===== config.mk =====
export PLATFORM = sky130hd
export DESIGN_NAME = note_lane_engine
export DESIGN_NICKNAME = d
export VERILOG_FILES = /design/src/rtl/utt_pkg.sv /design/src/rtl/lane_judge.sv /design/src/rtl/note_lane_engine.sv
export SDC_FILE = /design/constraint.sdc
export NUM_CORES = 1
export LEC_CHECK = 0
export CAP_MARGIN = 20
export CORE_UTILIZATION = 53
export DETAILED_ROUTE_END_ITERATION = 12
export PLACE_DENSITY_LB_ADDON = 0.12
export SLEW_MARGIN = 20
export SYNTH_ARGS = -nofsm -noshare
export SYNTH_HDL_FRONTEND = slang
export SYNTH_SLANG_ARGS = --single-unit

===== constraint.sdc =====
create_clock -name clk -period 8.23 [get_ports clk]
set_clock_uncertainty 0.15 [all_clocks]
set_input_delay 1.646 -clock clk [delete_from_list [all_inputs] [get_ports clk]]
set_output_delay 1.646 -clock clk [all_outputs]
set_load 0.1 [all_outputs]

===== src/rtl/utt_pkg.sv =====
// Shared types and helpers for the tap-game note lane engine.
// Holds the engine state encoding, pixel colours and saturating arithmetic.
package utt_pkg;

  typedef enum logic [1:0] {
    ST_IDLE,
    ST_RUN,
    ST_REDRAW,
    ST_DONE
  } state_e;

  localparam logic [2:0] COL_NOTE  = 3'b111;
  localparam logic [2:0] COL_EMPTY = 3'b000;

  function automatic int unsigned sat_add(input int unsigned a, input int unsigned b,
                                          input int unsigned max_v);
    return (a + b > max_v) ? max_v : a + b;
  endfunction

  function automatic int unsigned sat_sub(input int unsigned a, input int unsigned b);
    return (b > a) ? 32'd0 : a - b;
  endfunction

endpackage


===== src/rtl/lane_judge.sv =====
// Per-lane press judge: rising-edge detect on the button, hit flag for the
// current bottom note, and hit / wrong / miss strobes for the engine to sum.
module lane_judge (
  input  logic clk,
  input  logic rst_n,
  input  logic press_i,
  input  logic note_i,
  input  logic judge_en_i,
  input  logic step_i,
  input  logic clear_i,
  output logic hit_o,
  output logic wrong_o,
  output logic miss_o
);

  logic hist_q;
  logic hit_q;
  logic press_edge;

  assign press_edge = press_i & ~hist_q;
  assign hit_o      = judge_en_i & press_edge & note_i & ~hit_q;
  assign wrong_o    = judge_en_i & press_edge & ~note_i;
  // A note hit in the same cycle as the step is not also a miss.
  assign miss_o     = step_i & note_i & ~hit_q & ~hit_o;

  // NOTE: flops use non-blocking assignments so every register samples pre-edge values.
  always_ff @(posedge clk or negedge rst_n) begin
    if (!rst_n) begin
      hist_q <= 1'b0;
      hit_q  <= 1'b0;
    end else begin
      hist_q <= press_i;
      if (clear_i || step_i) begin
        hit_q <= 1'b0;
      end else if (hit_o) begin
        hit_q <= 1'b1;
      end
    end
  end

endmodule


===== src/rtl/note_lane_engine.sv =====
// Multi-lane note engine: shifts note patterns on each step tick, judges presses
// at the hit row, keeps score/combo, and streams a redraw over valid/ready.
module note_lane_engine
  import utt_pkg::*;
#(
  parameter int LANES      = 4,
  parameter int DEPTH      = 100,
  parameter int VIEW       = 16,
  parameter int SCORE_W    = 10,
  parameter int MAX_SCORE  = 999,
  parameter int LANE_X0    = 20,
  parameter int LANE_PITCH = 30,
  parameter int Y_BOTTOM   = 110,
  parameter int ROW_PITCH  = 6
) (
  input  logic                     clk,
  input  logic                     resetn,
  input  logic                     step_tick,
  input  logic                     running,
  input  logic [LANES-1:0]         press,
  input  logic [LANES*DEPTH-1:0]   pattern,
  output logic [SCORE_W-1:0]       score,
  output logic [SCORE_W-1:0]       combo,
  output logic                     done,
  output logic                     tick_overrun,
  output logic [7:0]               plot_x,
  output logic [7:0]               plot_y,
  output logic [2:0]               plot_colour,
  output logic                     plot_valid,
  input  logic                     plot_ready
);

  localparam int LW = (LANES > 1) ? $clog2(LANES) : 1;
  localparam int RW = (VIEW > 1) ? $clog2(VIEW) : 1;
  localparam int CW = $clog2(DEPTH + 1);
  localparam int HW = $clog2(LANES + 1);

  state_e             state_q;
  logic [DEPTH-1:0]   lanes_q [LANES];
  logic [DEPTH-1:0]   lanes_sh [LANES];
  logic [SCORE_W-1:0] score_q, combo_q;
  logic [SCORE_W-1:0] score_d, combo_d;
  logic               done_q, pending_q, overrun_q;
  logic [CW-1:0]      step_cnt_q;
  logic [LW-1:0]      lane_q, nxt_lane;
  logic [RW-1:0]      row_q, nxt_row;
  logic               fin_q, last_pix;
  logic [7:0]         x_q, y_q;
  logic [2:0]         col_q;
  logic               valid_q;

  logic               judge_en, step_go, clr_hits;
  logic [LANES-1:0]   note_v, hit_v, wrong_v, miss_v;
  logic [HW-1:0]      n_hit, n_wrong;
  int                 net;

  function automatic logic [7:0] pix_x(input logic [LW-1:0] lane);
    return 8'(LANE_X0 + int'(lane) * LANE_PITCH);
  endfunction

  function automatic logic [7:0] pix_y(input logic [RW-1:0] row);
    return 8'(Y_BOTTOM - int'(row) * ROW_PITCH);
  endfunction

  function automatic logic [2:0] pix_col(input logic [DEPTH-1:0] v, input logic [RW-1:0] row);
    return v[row] ? COL_NOTE : COL_EMPTY;
  endfunction

  assign judge_en = running && (state_q == ST_RUN || state_q == ST_REDRAW);
  assign step_go  = running && (state_q == ST_RUN) && (step_tick || pending_q);
  assign clr_hits = (state_q == ST_IDLE);

  for (genvar l = 0; l < LANES; l++) begin : g_lane
    assign note_v[l] = lanes_q[l][0];
    lane_judge u_judge (
      .clk        (clk),
      .rst_n      (resetn),
      .press_i    (press[l]),
      .note_i     (note_v[l]),
      .judge_en_i (judge_en),
      .step_i     (step_go),
      .clear_i    (clr_hits),
      .hit_o      (hit_v[l]),
      .wrong_o    (wrong_v[l]),
      .miss_o     (miss_v[l])
    );
  end

  // NOTE: every always_comb output gets a default first so no latch is inferred.
  always_comb begin
    n_hit   = '0;
    n_wrong = '0;
    for (int l = 0; l < LANES; l++) begin
      n_hit      = n_hit + HW'(hit_v[l]);
      n_wrong    = n_wrong + HW'(wrong_v[l]);
      lanes_sh[l] = lanes_q[l] >> 1;
    end
    // Same-cycle presses are netted before clamping, not applied one by one.
    net = int'(n_hit) - int'(n_wrong);
    if (net >= 0) begin
      score_d = SCORE_W'(sat_add(32'(score_q), unsigned'(net), unsigned'(MAX_SCORE)));
    end else begin
      score_d = SCORE_W'(sat_sub(32'(score_q), unsigned'(-net)));
    end
    if ((|wrong_v) || (|miss_v)) begin
      combo_d = '0;
    end else begin
      combo_d = SCORE_W'(sat_add(32'(combo_q), 32'(n_hit), unsigned'(MAX_SCORE)));
    end
  end

  always_comb begin
    last_pix = (lane_q == LW'(LANES - 1)) && (row_q == RW'(VIEW - 1));
    nxt_lane = lane_q;
    nxt_row  = row_q + 1'b1;
    if (row_q == RW'(VIEW - 1)) begin
      nxt_row  = '0;
      nxt_lane = lane_q + 1'b1;
    end
  end

  always_ff @(posedge clk or negedge resetn) begin
    if (!resetn) begin
      state_q    <= ST_IDLE;
      // NOTE: the lane shift registers are reset like any flop so play always starts clean.
      for (int l = 0; l < LANES; l++) lanes_q[l] <= '0;
      score_q    <= '0;
      combo_q    <= '0;
      done_q     <= 1'b0;
      pending_q  <= 1'b0;
      overrun_q  <= 1'b0;
      step_cnt_q <= '0;
      lane_q     <= '0;
      row_q      <= '0;
      fin_q      <= 1'b0;
      x_q        <= '0;
      y_q        <= '0;
      col_q      <= '0;
      valid_q    <= 1'b0;
    end else begin
      case (state_q)
        ST_IDLE: begin
          for (int l = 0; l < LANES; l++) lanes_q[l] <= pattern[l*DEPTH +: DEPTH];
          score_q    <= '0;
          combo_q    <= '0;
          done_q     <= 1'b0;
          pending_q  <= 1'b0;
          step_cnt_q <= '0;
          fin_q      <= 1'b0;
          valid_q    <= 1'b0;
          if (running) state_q <= ST_RUN;
        end
        ST_RUN: begin
          score_q <= score_d;
          combo_q <= combo_d;
          if (step_go) begin
            for (int l = 0; l < LANES; l++) lanes_q[l] <= lanes_sh[l];
            pending_q  <= 1'b0;
            if (step_tick && pending_q) overrun_q <= 1'b1;
            step_cnt_q <= step_cnt_q + 1'b1;
            if (step_cnt_q == CW'(DEPTH - 1)) begin
              state_q <= ST_DONE;
              done_q  <= 1'b1;
            end else begin
              state_q <= ST_REDRAW;
              lane_q  <= '0;
              row_q   <= '0;
              fin_q   <= 1'b0;
              x_q     <= pix_x('0);
              y_q     <= pix_y('0);
              col_q   <= pix_col(lanes_sh[0], '0);
              valid_q <= 1'b1;
            end
          end
        end
        ST_REDRAW: begin
          score_q <= score_d;
          combo_q <= combo_d;
          if (running && step_tick) begin
            if (pending_q) overrun_q <= 1'b1;
            else           pending_q <= 1'b1;
          end
          // An accept while paused still completes; the next pixel waits for resume.
          if (valid_q && plot_ready) begin
            if (last_pix) begin
              valid_q <= 1'b0;
              if (running) state_q <= ST_RUN;
              else         fin_q   <= 1'b1;
            end else begin
              lane_q  <= nxt_lane;
              row_q   <= nxt_row;
              x_q     <= pix_x(nxt_lane);
              y_q     <= pix_y(nxt_row);
              col_q   <= pix_col(lanes_q[nxt_lane], nxt_row);
              valid_q <= running;
            end
          end else if (!valid_q && running) begin
            if (fin_q) begin
              fin_q   <= 1'b0;
              state_q <= ST_RUN;
            end else begin
              valid_q <= 1'b1;
            end
          end
        end
        ST_DONE: begin
          if (!running) begin
            state_q <= ST_IDLE;
            done_q  <= 1'b0;
          end
        end
        default: state_q <= ST_IDLE;
      endcase
    end
  end

  assign score        = score_q;
  assign combo        = combo_q;
  assign done         = done_q;
  assign tick_overrun = overrun_q;
  assign plot_x       = x_q;
  assign plot_y       = y_q;
  assign plot_colour  = col_q;
  assign plot_valid   = valid_q;

endmodule


# After elaboration in Yosys (flattened, before gate mapping)
# Cells that the tools add are included.
# classes
mux,88
addsub,16
magnitude_cmp,6
n_reduce_logical,34
n_bitwise,49
n_eq_ne,20
multipliers,2
# op_table
operator,count
400-bit one-hot mux with 2 select lines,1
400-bit two-way mux,1
100-bit binary-select mux with 2-bit select,1
8-bit two-way mux,8
10-bit two-way mux,5
10-bit one-hot mux with 2 select lines,2
1-bit bitwise AND,32
32-bit by 10-bit > comparator with 1-bit output,1
"32-bit by 10-bit > comparator with 1-bit output, second input constant",1
16-bit two-way mux,2
4-bit negation with 32-bit output,1
8-bit one-hot mux with 2 select lines,2
1-bit two-way mux,31
2-bit two-way mux,12
4-bit two-way mux,5
5-bit AND reduction,4
3-bit two-way mux,6
1-bit NOT,16
7-bit one-hot mux with 2 select lines,1
2-bit nonzero test,7
11-bit by 4-bit adder with 12-bit output,1
1-bit one-hot mux with 3 select lines,4
10-bit by 3-bit adder with 11-bit output,1
"11-bit by 10-bit > comparator with 1-bit output, second input constant",1
43 further kinds,69
# totals
reg_bits,467
wordCells,241
out_inout_bits,42

# Depth between registers and ports, before layout
# Gate-level depths: netlist (run 1).
# depth
depth_word,15
mapped_depth,30

# Modules after synthesis
# Synthesis (run 1) repeated with hierarchy kept, for this count alone.
# hier_totals
cells_unflattened,2436
area_unflattened_um2,24071.8
# by_module_without_submodules
module,area_per_inst_um2,cells_each,n_inst,seq_area_each_um2
note_lane_engine,23661.4,2400,1,11335.9
lane_judge,102.6,9,4,50.0

# Worst setup path after synthesis (run 1)
# Ideal clock, no wire load.
# synth_path
path_type,input-to-reg
from,in running
to,reg score_q[4] (netlist: score[4])
setup_ns,0.121
path_stages,25
arrival_time_ns,6.890
n_path_buf,1
slack_ns,1.070
path_cell_list,and4b_1 nand2_1 nor2_1 fa_1 ha_1 ha_1 buf_2 xor2_1 ha_1 a21oi_1 fa_1 fa_1 xor2_1 nand3_1 nand2b_1 ha_1 inv_1 ha_1 and4_1 a41oi_1 nand2_1 o211ai_1 nor2_1 a32o_1 a41o_1
# synth_between
elab_chain_cells,13
# synth_lines
element,line_no,source
start: declaration,note_lane_engine.sv:19,"input logic running,"
1-bit logical AND *,note_lane_engine.sv:69,assign judge_en = running && (state_q == ST_RUN || state_q == ST_REDRAW);
1-bit bitwise AND,"lane_judge.sv:21, lane_judge.sv:22",
1-bit bitwise AND (2 in series),lane_judge.sv:21,assign hit_o = judge_en_i & press_edge & note_i & ~hit_q;
1-bit by 1-bit adder with 2-bit output,note_lane_engine.sv:94,n_hit = n_hit + HW'(hit_v[l]);
2-bit by 1-bit adder with 3-bit output,note_lane_engine.sv:94,
3-bit by 1-bit adder with 3-bit output,note_lane_engine.sv:94,
3-bit by 3-bit subtractor with 4-bit output *,note_lane_engine.sv:99,net = int'(n_hit) - int'(n_wrong);
11-bit by 4-bit adder with 12-bit output / 4-bit negation with 32-bit output (equally long branches),"utt_pkg.sv:17, note_lane_engine.sv:103",
32-bit by 10-bit > comparator with 1-bit output (tied with other cells),utt_pkg.sv:17,return (a + b > max_v) ? max_v : a + b;
10-bit two-way mux (on tied branches),"utt_pkg.sv:17, utt_pkg.sv:21",
10-bit two-way mux *,note_lane_engine.sv:100,if (net >= 0) begin
10-bit one-hot mux with 2 select lines *,note_lane_engine.sv:141,case (state_q)
end signal: assignment,note_lane_engine.sv:154,score_q <= score_d;
end signal: assignment,note_lane_engine.sv:177,score_q <= score_d;
end: declaration,note_lane_engine.sv:41,"logic [SCORE_W-1:0] score_q, combo_q;"
# Mark *: on every way between the ends. The rest lies on a longest branch, timed or not.
# A chain may end at the register's enable or synchronous reset.

# Final worst setup path (run 1)
# Ends and elaborated chain as after synthesis.

==> results.cfg, run 1 <==
[floorplanning]
start_util_pct = 54.0
die_h_um = 215
core_area_um2 = 44400
dieArea_um2 = 46100
fp-row-count = 77
ioPinCount = 451
die_w_um = 215

[power]
p_total_mw = 11.7
p_switching_mw = 4.77
clkPwrFrac_pct = 20.2
power.density_nw_per_um2 = 383
comb_power_share_pct = 46.4
p_int_mw = 6.93
p_sw_share_pct = 40.7
ir_drop_mv = 0.371
p_leak_nw = 13.6
seqPwrFrac_pct = 33.4

[worst_setup_path]
ff2ff_setup_slack_ns = 1.29
reg2reg_to = score[4]
slowest_delay_ns = 0.57
worst_path_most_repeated_cell = ha_1
endpoint_kind = flip-flop
critPathLaunchType = input pin
required_ns = 8.55
path_buf_inv = 2
critPathTopFamily = adder cells
r2r-start = state_q[0]
cp_max_fo = 8
path_class = input pin to flip-flop
critPathSlowestCell = clkdlybuf4s50_1
reg2reg_depth = 26
arrival_ns = 7.88

[layout]
seq_area_um2 = 11500
drive_above_1_share_pct = 4.32
nFillCells = 3455
multi_input_area_um2 = 11600
stdcell_count = 3434
synthToLayoutAreaGrowth_pct = 27.4
finalNetCount = 3266

[timing]
relSlewSlack_pct = 25.2
worst-slew-pin-transition_ns = 1.12
whs_ns = 0.326
finalCritPeriodShare_pct = 91.9
rsz0062_at_grt = false
clock.fmax_mhz = 132
post-route-min-period_ns = 7.56
finalSetupViolCount = 0
drv_slew = 0
hold_viol_final = 0
tns_ns = 0

[grt]
top_usage_layer = met2
use_met2_pct = 46.2
track_usage_pct = 27.5
grtUsageMet3_pct = 6.88
grt_pass1_wl_mm = 101
grt_start_max_net_pins = 298
grt_pass1_vias = 19100
antenna_found_initial = 24
grt_use_met1_pct = 33.8
overflow = 0

[flow_run]
drv_cap = 0

[placement]
port_buffers = 448
gp_congestion = 0.867
place_inst = 3324
dp_hpwl_mm = 44.2

[clock_tree]
cts_root_buffer = clkbuf_16
cts_setup_buffers = 0
ctsResizeCount = 0
clk_latency_ns = 0.58
cts_buffer_depth = 3
clk_pin_slew_ns = 0.06
clock-sinks = 461
cts_hold_buf = 0
cts_tree = yes
cts_buffers = 50
cts_htree_levels = 2

[logic_synthesis]
synth_edf_count = 0
synthTopCellsByArea = dfrtp_1 48%, mux2i_1 18%, o21ai_0 9.1%, nand2_1 7.4%, ha_1 3.3%
avgSynthCellArea_um2 = 9.87
yosysWarnings = 0
ys_types = 70
synth_top_area_share_pct = 48.1
syn_area_um2 = 24000
ys_seq_area_share_pct = 48.1
synth_flop_cell = dfrtp_1
yosys.area.top_type = dfrtp_1
syn_inst = 2428
synth-seq-cells = 461
async_flop_share_pct = 100

[routing]
initialDrtViolationCount = 1403
firstDrtPassIters = 5
wire_per_inst_um = 18.3
ant_nets = 0
routed_wl_mm = 62.9
drc = 0
vias_per_cell = 5.50
dr_total_vias = 18900

[hold_path]
hold_path_end = tick_overrun
hp-start = tick_overrun
hp-class = flip-flop to flip-flop
whs_path_depth = 1

[run_status]
status = completed
## power by group through the flow
stage	combinational, mW	clock [mW]	sequential (mW)
floorplan	4.11	0	3.91
finish	5.43	2.36	3.91
CTS	5.46	2.41	3.91
detailed placement	5.43	0	3.94
global placement	5.26	0	3.89
global route	6.12	2.49	4.03
## cell families after synthesis
group,count (synthesis),share of synthesized area [%]
buffers and inverters,218,3.81
XOR/XNOR,32,1.28
AO/OA/AOI/OAI,579,13.3
other,1,0.0156
multiplexers,432,18.3
AND/OR/NAND/NOR,633,11.1
adder cells (fa/ha/maj),72,4.01
flip-flops,461,48.1
## cell type report
| cell class | instances | share of cell area, % |
|---|---|---|
| multi-input cells | 1750 | 37.8 |
| flip-flops and latches | 461 | 37.8 |
| repair buffers | 469 | 15.5 |
| clock buffers | 75 | 4.83 |
| well taps | 592 | 2.43 |
| clock inverters | 17 | 0.848 |
| inverters | 53 | 0.651 |
| diodes | 17 | 0.139 |
## layer usage
layer	vias to the layer above	wire length, um	share of wire, %
met5	-	69	0.11
met4	10	2260	3.6
met3	126	4110	6.5
met2	513	31000	49
met1	9001	25500	40
li1	9229	-	-
## cells in the mapped netlist (all sizes together), types with 5 or more instances
cell	count
clkbuf	112
nor3	13
inv	53
a31oi	14
o2111ai	5
nand3	26
nand2b	14
o31ai	5
a22o	8
o22ai	8
xnor2	16
o21ai	436
ha	64
a21boi	5
nor2	50
mux2i	425
dfrtp	461
mux4	5
and3	8
a21oi	40
nand4b	5
nand2	473
fa	8
o21a	5
nand4	5
xor2	16
o211ai	8
nor4	8
buf	53
nor2b	7
a21o	13
## placed cells by master, fill, tap and decap left out, drive strengths merged, types with 13 or more instances in the layout
master and count:
nand2 473, dfrtp 461, clkdlybuf4s50 447, o21ai 436, mux2i 425, clkbuf 75
ha 64, inv 54, nor2 50, a21oi 40, nand3 26, buf 22
diode 17, xor2 16, xnor2 16, nand2b 14, a31oi 14, nor3 13
a21o 13
## state kept, by name, indices dropped and copies added (netlist names)
register and cells:
plot_valid 1, pending_q 1, plot_y 7, plot_x 5, done 1, step_cnt_q 7
state_q 2, fin_q 1, g_lane.u_judge.hist_q 4, score 10, g_lane.u_judge.hit_q 4, tick_overrun 1
lane_q 2, row_q 4, lanes_q 400, combo 10, plot_colour 1
## per-stage QoR
stage               setup slack, ns  instance area, um2  util [%]
floorplan                      1.07               24000         -
global placement              0.238               28700      64.7
detailed placement           0.0777               28700      64.7
CTS                           0.689               30500      68.6
global route                  0.248               30500      68.8
finish                        0.666               30500      68.8
## worst max-delay path by stage
stage            start  cells past startpoint  endpoint
6_report       running                     25  score[4]
5_1_grt        running                     25  score[4]
4_1_cts        running                     25  score[4]
3_5_place_dp   running                     25  score[4]
3_3_place_gp   running                     25  score[4]
2_1_floorplan  running                     25  score[4]
Power figures use the tool's default switching activity.
==> inputs of run 2 (changes only) <==
--- a/config.mk
+++ b/config.mk
@@ -12,4 +12,5 @@
 export SLEW_MARGIN = 20
 export SYNTH_ARGS = -nofsm -noshare
 export SYNTH_HDL_FRONTEND = slang
+export SYNTH_HIERARCHICAL = 1
 export SYNTH_SLANG_ARGS = --single-unit
==> run 2 against run 1 <==
  * Total power grew 0.16%
  * Synthesized area grew 0.44%
  * Largest power group unchanged
  * Largest cell class unchanged
  * Setup slack lost 0.20 ns
  * Wire length grew 1.8%
  * Die area grew 0.43%
  * Via count grew 0.51%
  * Combinational power grew 3%
==> results.cfg, run 2 <==
[layout]
synthToLayoutAreaGrowth_pct = 26.8
nFillCells = 3577
largest_register = lanes_q
layout_commonest_cell = dfrtp_1
mostFrequentLayoutCells = 461 x dfrtp_1, 459 x nand2_1, 454 x o21ai_0
drive_above_1_share_pct = 4.95
finalNetCount = 3279
largest_reg_flops = 400
fin_area_um2 = 30500

[clock_tree]
cts_hold_buf = 0
clk_pin_slew_ns = 0.06
ctsResizeCount = 0
clk_latency_ns = 0.58
clock-sinks = 461
cts_tree = yes
cts_buffer_depth = 3
cts_root_buffer = clkbuf_16
cts_buffers = 49
cts_htree_levels = 2
cts_setup_buffers = 0

[logic_synthesis]
synthTopCellsByArea = dfrtp_1 48%, mux2i_1 17%, o21ai_0 9.4%, nand2_1 7.2%, ha_1 3.3%
avgSynthCellArea_um2 = 9.88
synth.most_common_cell = dfrtp_1
synth_flop_cell = dfrtp_1
synth-seq-cells = 461
ys_seq_area_share_pct = 47.9
ys_types = 76
synth_common_cells = 461 x dfrtp_1, 459 x nand2_1, 454 x o21ai_0
synth_top_area_share_pct = 47.9
yosysWarnings = 6
async_flop_share_pct = 100
synth_edf_count = 0
yosys.area.top_type = dfrtp_1
syn_inst = 2436
syn_area_um2 = 24100

[floorplanning]
start_util_pct = 54.1
die_w_um = 215
die_h_um = 215
ioPinCount = 451
core_area_um2 = 44500
dieArea_um2 = 46300
fp-row-count = 77

[grt]
overflow = 0
track_usage_pct = 27.7
grt_start_max_net_pins = 254
grt_pass1_vias = 19000
grt_pass1_wl_mm = 102
antenna_found_initial = 32

[run_status]
status = completed

[worst_setup_path]
critPathLaunchType = input pin
critPathTopFamily = adder cells
endpoint_kind = flip-flop
path_class = input pin to flip-flop
required_ns = 8.52
reg2reg_depth = 30
arrival_ns = 8.06
path_buf_inv = 5
critPathSlowestCell = clkdlybuf4s50_1
cp_max_fo = 9
worst_path_most_repeated_cell = ha_1
slowest_delay_ns = 0.51
r2r-start = state_q[0]
ff2ff_setup_slack_ns = 0.96
cp-startpoint = running
reg2reg_to = score[3]

[hold_path]
hold_path_end = lanes_q[349]
hp-class = flip-flop to flip-flop
hp-start = lanes_q[349]
whs_path_depth = 2

[routing]
initialDrtViolationCount = 1410
vias_per_cell = 5.51
firstDrtPassIters = 7
drc = 0
ant_nets = 0
wire_per_inst_um = 18.6
dr_total_vias = 19000
routed_wl_mm = 64.0

[timing]
relSlewSlack_pct = 27.9
hold_viol_final = 0
finalCritPeriodShare_pct = 94.3
finalSetupViolCount = 0
tns_ns = 0
post-route-min-period_ns = 7.76
clock.fmax_mhz = 129
worst-slew-pin-transition_ns = 1.08
rsz0062_at_grt = false
drv_slew = 0

[power]
p_leak_nw = 13.6
power.density_nw_per_um2 = 384
ir_drop_mv = 0.419

[flow_run]
drv_cap = 0

[placement]
dp_hpwl_mm = 45.9
gp_congestion = 0.872
place_area_um2 = 28900
port_buffers = 448
-- run 2: cells by family after synthesis --
kind of cell / synth area share, %
compound gates: 13.8
flops: 47.9
xor+xnor: 1.20
mux: 18.1
fa+ha+maj: 3.99
simple gates: 11.3
other cells: 0.0156
buf+inv: 3.73
-- run 2: report_power, final --
part | internal (mW) | switching (mW) | total [mW] | leakage (nW)
clock | 1.26 | 0.909 | 2.17 | 0.766
combinational | 2.28 | 3.34 | 5.62 | 7.03
sequential | 3.29 | 0.632 | 3.92 | 5.79
-- run 2: metrics by stage --
stage | hold slack (ns) | std cells | power [mW] | worst slack (ns) | utilization [%]
2_1_floorplan | 0.300 | 2437 | 8.18 | 0.483 | -
3_3_place_gp | 0.310 | 3339 | 9.37 | 0.0780 | 64.9
3_5_place_dp | 0.315 | 3339 | 9.60 | -0.0599 | 64.9
4_1_cts | 0.332 | 3423 | 11.8 | 0.490 | 68.4
5_1_grt | 0.349 | 3441 | 12.7 | 0.127 | 68.5
6_report | 0.328 | 3446 | 11.7 | 0.467 | 68.6
-- run 2: layout make-up --
class | count | area (um2) | area share, %
diodes | 23 | 57.6 | 0.189
inverters | 54 | 204 | 0.668
multi-input cells | 1756 | 11700 | 38.2
flip-flops and latches | 461 | 11500 | 37.8
clock buffers | 73 | 1440 | 4.71
clock inverters | 11 | 119 | 0.390
well taps | 592 | 741 | 2.43
repair buffers | 476 | 4750 | 15.6
-- run 2: worst min-delay path: stages (launching register included) --
cell and delay [ns]:
dfrtp_1 0.34, nand2_1 0.05, o21ai_0 0.06
-- run 2: per-layer routing --
layer | routed length, um | vias up | track usage [%]
met1 | 26700 | 9071 | 35.4
li1 | - | 9258 | -
met2 | 30200 | 496 | 44.4
met5 | 115 | - | 0
met3 | 4590 | 133 | 7.47
met4 | 2360 | 18 | 12.3
-- run 2: worst max-delay path by stage --
stage	endpoint	slack, ns	depth (start not counted)
global route	score[3]	0.13	29
detailed placement	score[3]	-0.06	29
global placement	score[9]	0.08	27
floorplan	score[3]	0.48	26
finish	score[3]	0.47	29
CTS	score[3]	0.49	29
==> inputs of run 3 (changes only) <==
--- a/config.mk
+++ b/config.mk
@@ -12,5 +12,4 @@
 export SLEW_MARGIN = 20
 export SYNTH_ARGS = -nofsm -noshare
 export SYNTH_HDL_FRONTEND = slang
-export SYNTH_HIERARCHICAL = 1
 export SYNTH_SLANG_ARGS = --single-unit
==> results of run 3 <==
The final DEF is identical to that of run 1; final timing and power are the same.
